### src/rtl/tex_fill_pkg.sv
// Shared types and geometry helpers for the texture-cache line-fill path.
package tex_fill_pkg;

  typedef enum logic [1:0] {
    IDLE = 2'd0,
    FILL = 2'd1,
    RESP = 2'd2
  } fill_state_e;

  function automatic int beats_f(input int line_bytes, input int beat_bytes);
    return line_bytes / beat_bytes;
  endfunction

  function automatic int offset_bits_f(input int line_bytes);
    return $clog2(line_bytes);
  endfunction

endpackage

### src/rtl/tex_line_fill_engine_chk.sv
// Simulation-only protocol checker: a memory beat may only arrive while a fill is in progress.
module tex_line_fill_engine_chk
  import tex_fill_pkg::*;
(
  input logic        clk,
  input logic        rst_n,
  input fill_state_e state_i,
  input logic        mem_rsp_valid_i
);

  // Flag stray read data returned outside FILL.
  always @(posedge clk) begin
    if (rst_n && mem_rsp_valid_i) begin
      assert (state_i == FILL)
        else $error("tex_line_fill_engine: mem_rsp_valid outside FILL, beat dropped");
    end
  end

endmodule

### src/rtl/tex_line_fill_engine.sv
// Line-fill responder: reads one cache line as sequential memory beats and returns it in one pulse.
module tex_line_fill_engine
  import tex_fill_pkg::*;
#(
  parameter int LINE_BYTES      = 64,
  parameter int BEAT_BYTES      = 4,
  parameter int MAX_OUTSTANDING = 4
) (
  input  logic                    clk,
  input  logic                    rst_n,
  input  logic                    miss_req_valid,
  input  logic [31:0]             miss_req_addr,
  output logic                    miss_req_ready,
  output logic                    miss_resp_valid,
  output logic [LINE_BYTES*8-1:0] miss_resp_data,
  output logic                    mem_req_valid,
  output logic [31:0]             mem_req_addr,
  input  logic                    mem_req_ready,
  input  logic                    mem_rsp_valid,
  input  logic [BEAT_BYTES*8-1:0] mem_rsp_data,
  output logic                    busy
);

  localparam int BEATS       = beats_f(LINE_BYTES, BEAT_BYTES);
  localparam int OFFSET_BITS = offset_bits_f(LINE_BYTES);
  localparam int CW          = $clog2(BEATS) + 1;
  localparam int WW          = BEAT_BYTES * 8;
  localparam int LW          = LINE_BYTES * 8;

  localparam logic [CW-1:0] BEATS_C = CW'(BEATS);
  localparam logic [CW-1:0] LAST_C  = CW'(BEATS - 1);
  localparam logic [CW-1:0] MAXO_C  = CW'(MAX_OUTSTANDING);
  localparam logic [31:0]   BASE_MASK = ~((32'd1 << OFFSET_BITS) - 32'd1);

  fill_state_e   state_q;
  logic [31:0]   base_q;
  logic [CW-1:0] issue_cnt_q, issue_cnt_d;
  logic [CW-1:0] rsp_cnt_q, rsp_cnt_d;
  logic [LW-1:0] line_q;
  logic          req_ready_q;
  logic          resp_valid_q;
  logic          mem_req_valid_q, mem_req_valid_d;
  logic [31:0]   mem_req_addr_q, mem_req_addr_d;
  logic          busy_q;

  logic          issue_fire_s;
  logic          rsp_fire_s;
  logic          last_rsp_s;
  logic [31:0]   accept_base_s;

  // Post-handshake counters and the request that follows from them, so the beat request leaves a flop.
  always_comb begin
    issue_fire_s    = mem_req_valid_q & mem_req_ready;
    rsp_fire_s      = (state_q == FILL) & mem_rsp_valid;
    issue_cnt_d     = issue_cnt_q + {{(CW-1){1'b0}}, issue_fire_s};
    rsp_cnt_d       = rsp_cnt_q + {{(CW-1){1'b0}}, rsp_fire_s};
    mem_req_valid_d = (issue_cnt_d < BEATS_C) && ((issue_cnt_d - rsp_cnt_d) < MAXO_C);
    mem_req_addr_d  = base_q + (32'(issue_cnt_d) * 32'(BEAT_BYTES));
    last_rsp_s      = rsp_fire_s && (rsp_cnt_q == LAST_C);
    accept_base_s   = miss_req_addr & BASE_MASK;
  end

  // Fill FSM with counters, line shift register and all registered outputs.
  always_ff @(posedge clk or negedge rst_n) begin
    if (!rst_n) begin
      state_q         <= IDLE;
      base_q          <= 32'd0;
      issue_cnt_q     <= '0;
      rsp_cnt_q       <= '0;
      line_q          <= '0;
      req_ready_q     <= 1'b0;
      resp_valid_q    <= 1'b0;
      mem_req_valid_q <= 1'b0;
      mem_req_addr_q  <= 32'd0;
      busy_q          <= 1'b0;
    end else begin
      case (state_q)
        IDLE: begin
          resp_valid_q <= 1'b0;
          if (miss_req_valid && req_ready_q) begin
            state_q         <= FILL;
            base_q          <= accept_base_s;
            issue_cnt_q     <= '0;
            rsp_cnt_q       <= '0;
            line_q          <= '0;
            req_ready_q     <= 1'b0;
            busy_q          <= 1'b1;
            mem_req_valid_q <= 1'b1;
            mem_req_addr_q  <= accept_base_s;
          end else begin
            req_ready_q     <= 1'b1;
            busy_q          <= 1'b0;
            mem_req_valid_q <= 1'b0;
          end
        end
        FILL: begin
          issue_cnt_q <= issue_cnt_d;
          rsp_cnt_q   <= rsp_cnt_d;
          // Beats arrive in order, so shifting in at the top leaves word 0 in the lowest slot.
          if (rsp_fire_s) begin
            line_q <= {mem_rsp_data, line_q[LW-1:WW]};
          end
          if (last_rsp_s) begin
            state_q         <= RESP;
            resp_valid_q    <= 1'b1;
            mem_req_valid_q <= 1'b0;
          end else begin
            mem_req_valid_q <= mem_req_valid_d;
            mem_req_addr_q  <= mem_req_addr_d;
          end
        end
        RESP: begin
          state_q      <= IDLE;
          resp_valid_q <= 1'b0;
          req_ready_q  <= 1'b1;
          busy_q       <= 1'b0;
        end
        default: begin
          state_q         <= IDLE;
          resp_valid_q    <= 1'b0;
          req_ready_q     <= 1'b0;
          mem_req_valid_q <= 1'b0;
          busy_q          <= 1'b0;
        end
      endcase
    end
  end

  assign miss_req_ready  = req_ready_q;
  assign miss_resp_valid = resp_valid_q;
  assign miss_resp_data  = line_q;
  assign mem_req_valid   = mem_req_valid_q;
  assign mem_req_addr    = mem_req_addr_q;
  assign busy            = busy_q;

`ifndef SYNTHESIS
  tex_line_fill_engine_chk u_chk (
    .clk             (clk),
    .rst_n           (rst_n),
    .state_i         (state_q),
    .mem_rsp_valid_i (mem_rsp_valid)
  );
`endif

endmodule

### config.mk
export PLATFORM = sky130hd
export DESIGN_NAME = tex_line_fill_engine
export DESIGN_NICKNAME = d
export VERILOG_FILES = /design/src/rtl/tex_fill_pkg.sv /design/src/rtl/tex_line_fill_engine_chk.sv /design/src/rtl/tex_line_fill_engine.sv
export SDC_FILE = /design/constraint.sdc
export NUM_CORES = 1
export LEC_CHECK = 0
export CAP_MARGIN = 20
export CORE_MARGIN = 8
export CORE_UTILIZATION = 40
export DETAILED_ROUTE_END_ITERATION = 16
export PLACE_DENSITY = 0.64
export SLEW_MARGIN = 20
export SYNTH_ARGS = -nofsm -noshare
export SYNTH_HDL_FRONTEND = slang
export SYNTH_SLANG_ARGS = --single-unit
### constraint.sdc
create_clock -name clk -period 3.15 [get_ports clk]
set_clock_uncertainty 0.15 [all_clocks]
set_input_delay 0.63 -clock clk [delete_from_list [all_inputs] [get_ports clk]]
set_output_delay 0.63 -clock clk [all_outputs]
set_load 0.03 [all_outputs]
==> flow_summary.toml <==
[clocking]
clk_pin_slew_worst_paths_ps = 60
cts_setup_buffers = 0
cts_tree = "built"
cts_root_buf = "clkbuf_16"
numCtsBuffers = 61
clk_latency_ps = 620
clock-sinks = 584
clk_path_buf_depth = 3
cts.htree.levels = 2

[synthesis]
ys.warnings.count = 0
synth_cell_types = 48
synth_cells = 2639
yosysSeqAreaShare_pct = 61.8
synth-seq-cells = 584
synth_top_flop_cell = "dfrtp_1"
async_flop_share_pct = 100
synth-edff-count = 0
syn-cell-area_um2 = 23600
syn_avg_cell_area_um2 = 8.96

[sta]
finalCritPeriodShare_pct = 95.2
fin_crit_ps = 3000
hold_ws_ps = 331
setup_viol = 0
hold_viol = 0
worst_slew_pin_slew_ps = 792
slew_violations = 0
fmax_ghz = 0.333
relSlewSlack_pct = 47.2
tns_ps = 0

[placed_design]
place_area_um2 = 30600
globalplace.congestion = 0.883
dp.cells = 3887
hpwl_mm = 58.9
io_buffers = 608

[floorplanning]
fp-row-count = 89
die_area_um2 = 67100
die_y_um = 259
start_util_pct = 40.3
fp.dieW_um = 259
io_pins = 617
fp.coreArea_um2 = 58700

[pwr]
p_int_mw = 21.3
ir_drop_mv = 0.645
combinationalPowerShare_pct = 46.8
p_switching_mw = 17.4
p_clk_share_pct = 18.5
power.total_mw = 38.7
p_seq_share_pct = 34.7
cellLeakagePower_nw = 14.0
switching_share_pct = 45.0
powerDensity_nw_per_um2 = 1190

[setup_path]
critPathMaxFanout = 5
crit_path_start_kind = "input pin"
cp_common_cell = "ha_1"
worstPathCellList = "clkdlybuf4s50_1, and2_1, ha_1, ha_1, nand3_1, xnor2_1, ha_1, buf_4, and4_1, nand4_2, nor3_4, nand4_1, xor2_1, o211ai_1"
path_buf_inv = 2
critPathSlowestCell = "clkdlybuf4s50_1"
cp.arrival_ps = 3390
ff2ff_path_depth = 13
endpoint_kind = "flip-flop"
slowest_delay_ps = 490
cp.required_ps = 3540
worstSetupPathType = "input pin to flip-flop"
cp_top_family = "simple AND/OR/NAND/NOR gates"
r2r_setup_slack_ps = 230
r2r_start = "mem_req_valid"
reg2reg_to = "mem_req_addr[31]"

[global_route]
antenna_found_initial = 0
grt-ovfl-total = 0
grt.total_usage_pct = 23.0
grt_pass1_wl_mm = 121
grt_pass1_vias = 19242
grt_max_degree = 190

[detailed_routing]
finalWirelength_mm = 79.7
num_vias = 19615
antenna_left = 0
via_per_inst = 4.92
drt_pass1_iterations = 5
first_iter_violations = 1349
wl_per_cell_um = 20.0
drc = 0

[finish]
design_area_um2 = 32600
final_cell_mix = "1160 x nand2_1, 607 x clkdlybuf4s50_1, 584 x dfrtp_1"
areaGrowthSynthToFinish_pct = 37.9
layout.cells.non_filler = 3989
diodes = 0
layout_commonest_cell = "nand2_1"
drive_gt1_share_pct = 5.04
fin_nets = 3256

[run]
cap_violations = 0

[min_path]
min_to = "mem_req_addr[16]"
hp-start = "mem_req_addr[16]"
holdPathStages = 2
hold_class = "flip-flop to flip-flop"

[outcome]
outcome = "complete, no violations"
==> timing repair <==
item	4_1_cts	5_1_grt
resized for setup	0	3
setup endpoints to repair	0	6
hold endpoints to repair	54	0
hold buffers	1	0
==> cells by family (layout without fill, tap and decap cells) <==
kind of cell    after synthesis  after routing  share of synthesized area, %
simple gates               1228           1228                          20.1
flops                       584            584                          61.8
compound gates              583            583                          12.6
buf+inv                     200            776                          3.69
xor+xnor                     32             32                          1.19
fa+ha+maj                     9              9                         0.476
mux                           2              2                        0.0900
other cells                   1              2                        0.0159
==> synthesized netlist by cell type, types with 2 or more instances <==
library cell	n	area, um2
dfrtp_1	584	14600
a31oi_1	4	25.0
a22oi_1	6	45.0
o21ai_0	538	2690
a21o_1	2	15.0
buf_4	4	30.0
a21oi_1	10	50.1
o31ai_2	2	25.0
buf_1	2	7.51
and2_1	2	12.5
nor2_1	27	101
nand3_1	8	40.0
o21ai_1	14	70.1
nand2b_1	5	31.3
xnor2_1	20	175
o211ai_1	2	15.0
nand2_1	1160	4350
ha_1	9	113
or3_1	2	12.5
nand3_2	2	20.0
and3_1	5	31.3
clkbuf_1	122	458
xor2_1	12	105
buf_6	4	45.0
nor3_1	3	15.0
buf_2	61	305
nor3_2	2	20.0
or2_1	2	12.5
inv_1	6	22.5
==> metrics by stage <==
stage	utilization [%]	setup WS (ps)
after floorplan	-	91.7
after global placement	52.1	-503
after detailed placement	52.1	-566
after CTS	55.5	103
after global routing	55.5	-6.22
final	55.5	150
==> registers in the layout (all words and copies together), names as in the netlist <==
signal / cells
busy: 1
miss_resp_data: 512
issue_cnt_q: 5
base_q: 26
mem_req_addr: 30
mem_req_valid: 1
state_q: 2
miss_resp_valid: 1
rsp_cnt_q: 5
miss_req_ready: 1
==> worst register-to-register path, cell delays in order, from the launching register on <==
cell	delay [ps]
dfrtp_1	400
and2_1	150
ha_1	190
ha_1	200
nand3_1	100
xnor2_1	150
ha_1	220
buf_4	120
and4_1	230
nand4_2	240
nor3_4	260
nand4_1	140
xor2_1	160
o211ai_1	150
==> routing by layer <==
| layer | global-route usage, % | vias up | wire, um |
|---|---|---|---|
| met1 | 28.6 | 9359 | 32300 |
| met3 | 8.18 | 101 | 7370 |
| met4 | 6.33 | 0 | 1930 |
| li1 | - | 9581 | - |
| met2 | 37.8 | 574 | 38000 |
| met5 | 0 | - | 0 |
==> worst max-delay path by stage <==
stage / from / endpoint / slack, ps / depth (start not counted)
finish: mem_req_ready / mem_req_addr[31] / 150 / 14
global route: mem_req_ready / mem_req_addr[31] / -6 / 14
CTS: mem_req_ready / mem_req_addr[22] / 100 / 15
detailed placement: mem_req_ready / mem_req_addr[26] / -570 / 14
global placement: mem_req_ready / mem_req_addr[30] / -500 / 14
floorplan: mem_req_ready / mem_req_addr[26] / 90 / 13
==> final cells by class <==
class / count / area, um2
tap: 773 / 967
sequential: 584 / 14600
multi-input combinational: 1856 / 8190
clock inverter: 15 / 248
inverter: 7 / 26.3
timing repair buffer: 668 / 6820
clock buffer: 86 / 1720
fill: 5204 / 26100
==> power groups by stage <==
stage          sequential [mW]  clock (mW)  combinational, mW
2_1_floorplan             18.3           0               4.34
3_3_place_gp              13.4           0               18.1
3_5_place_dp              13.5           0               18.2
4_1_cts                   13.5        7.35               18.3
5_1_grt                   13.9        7.61               19.4
6_report                  13.4        7.17               18.1
Note: power is estimated with default switching activity, not from simulation.
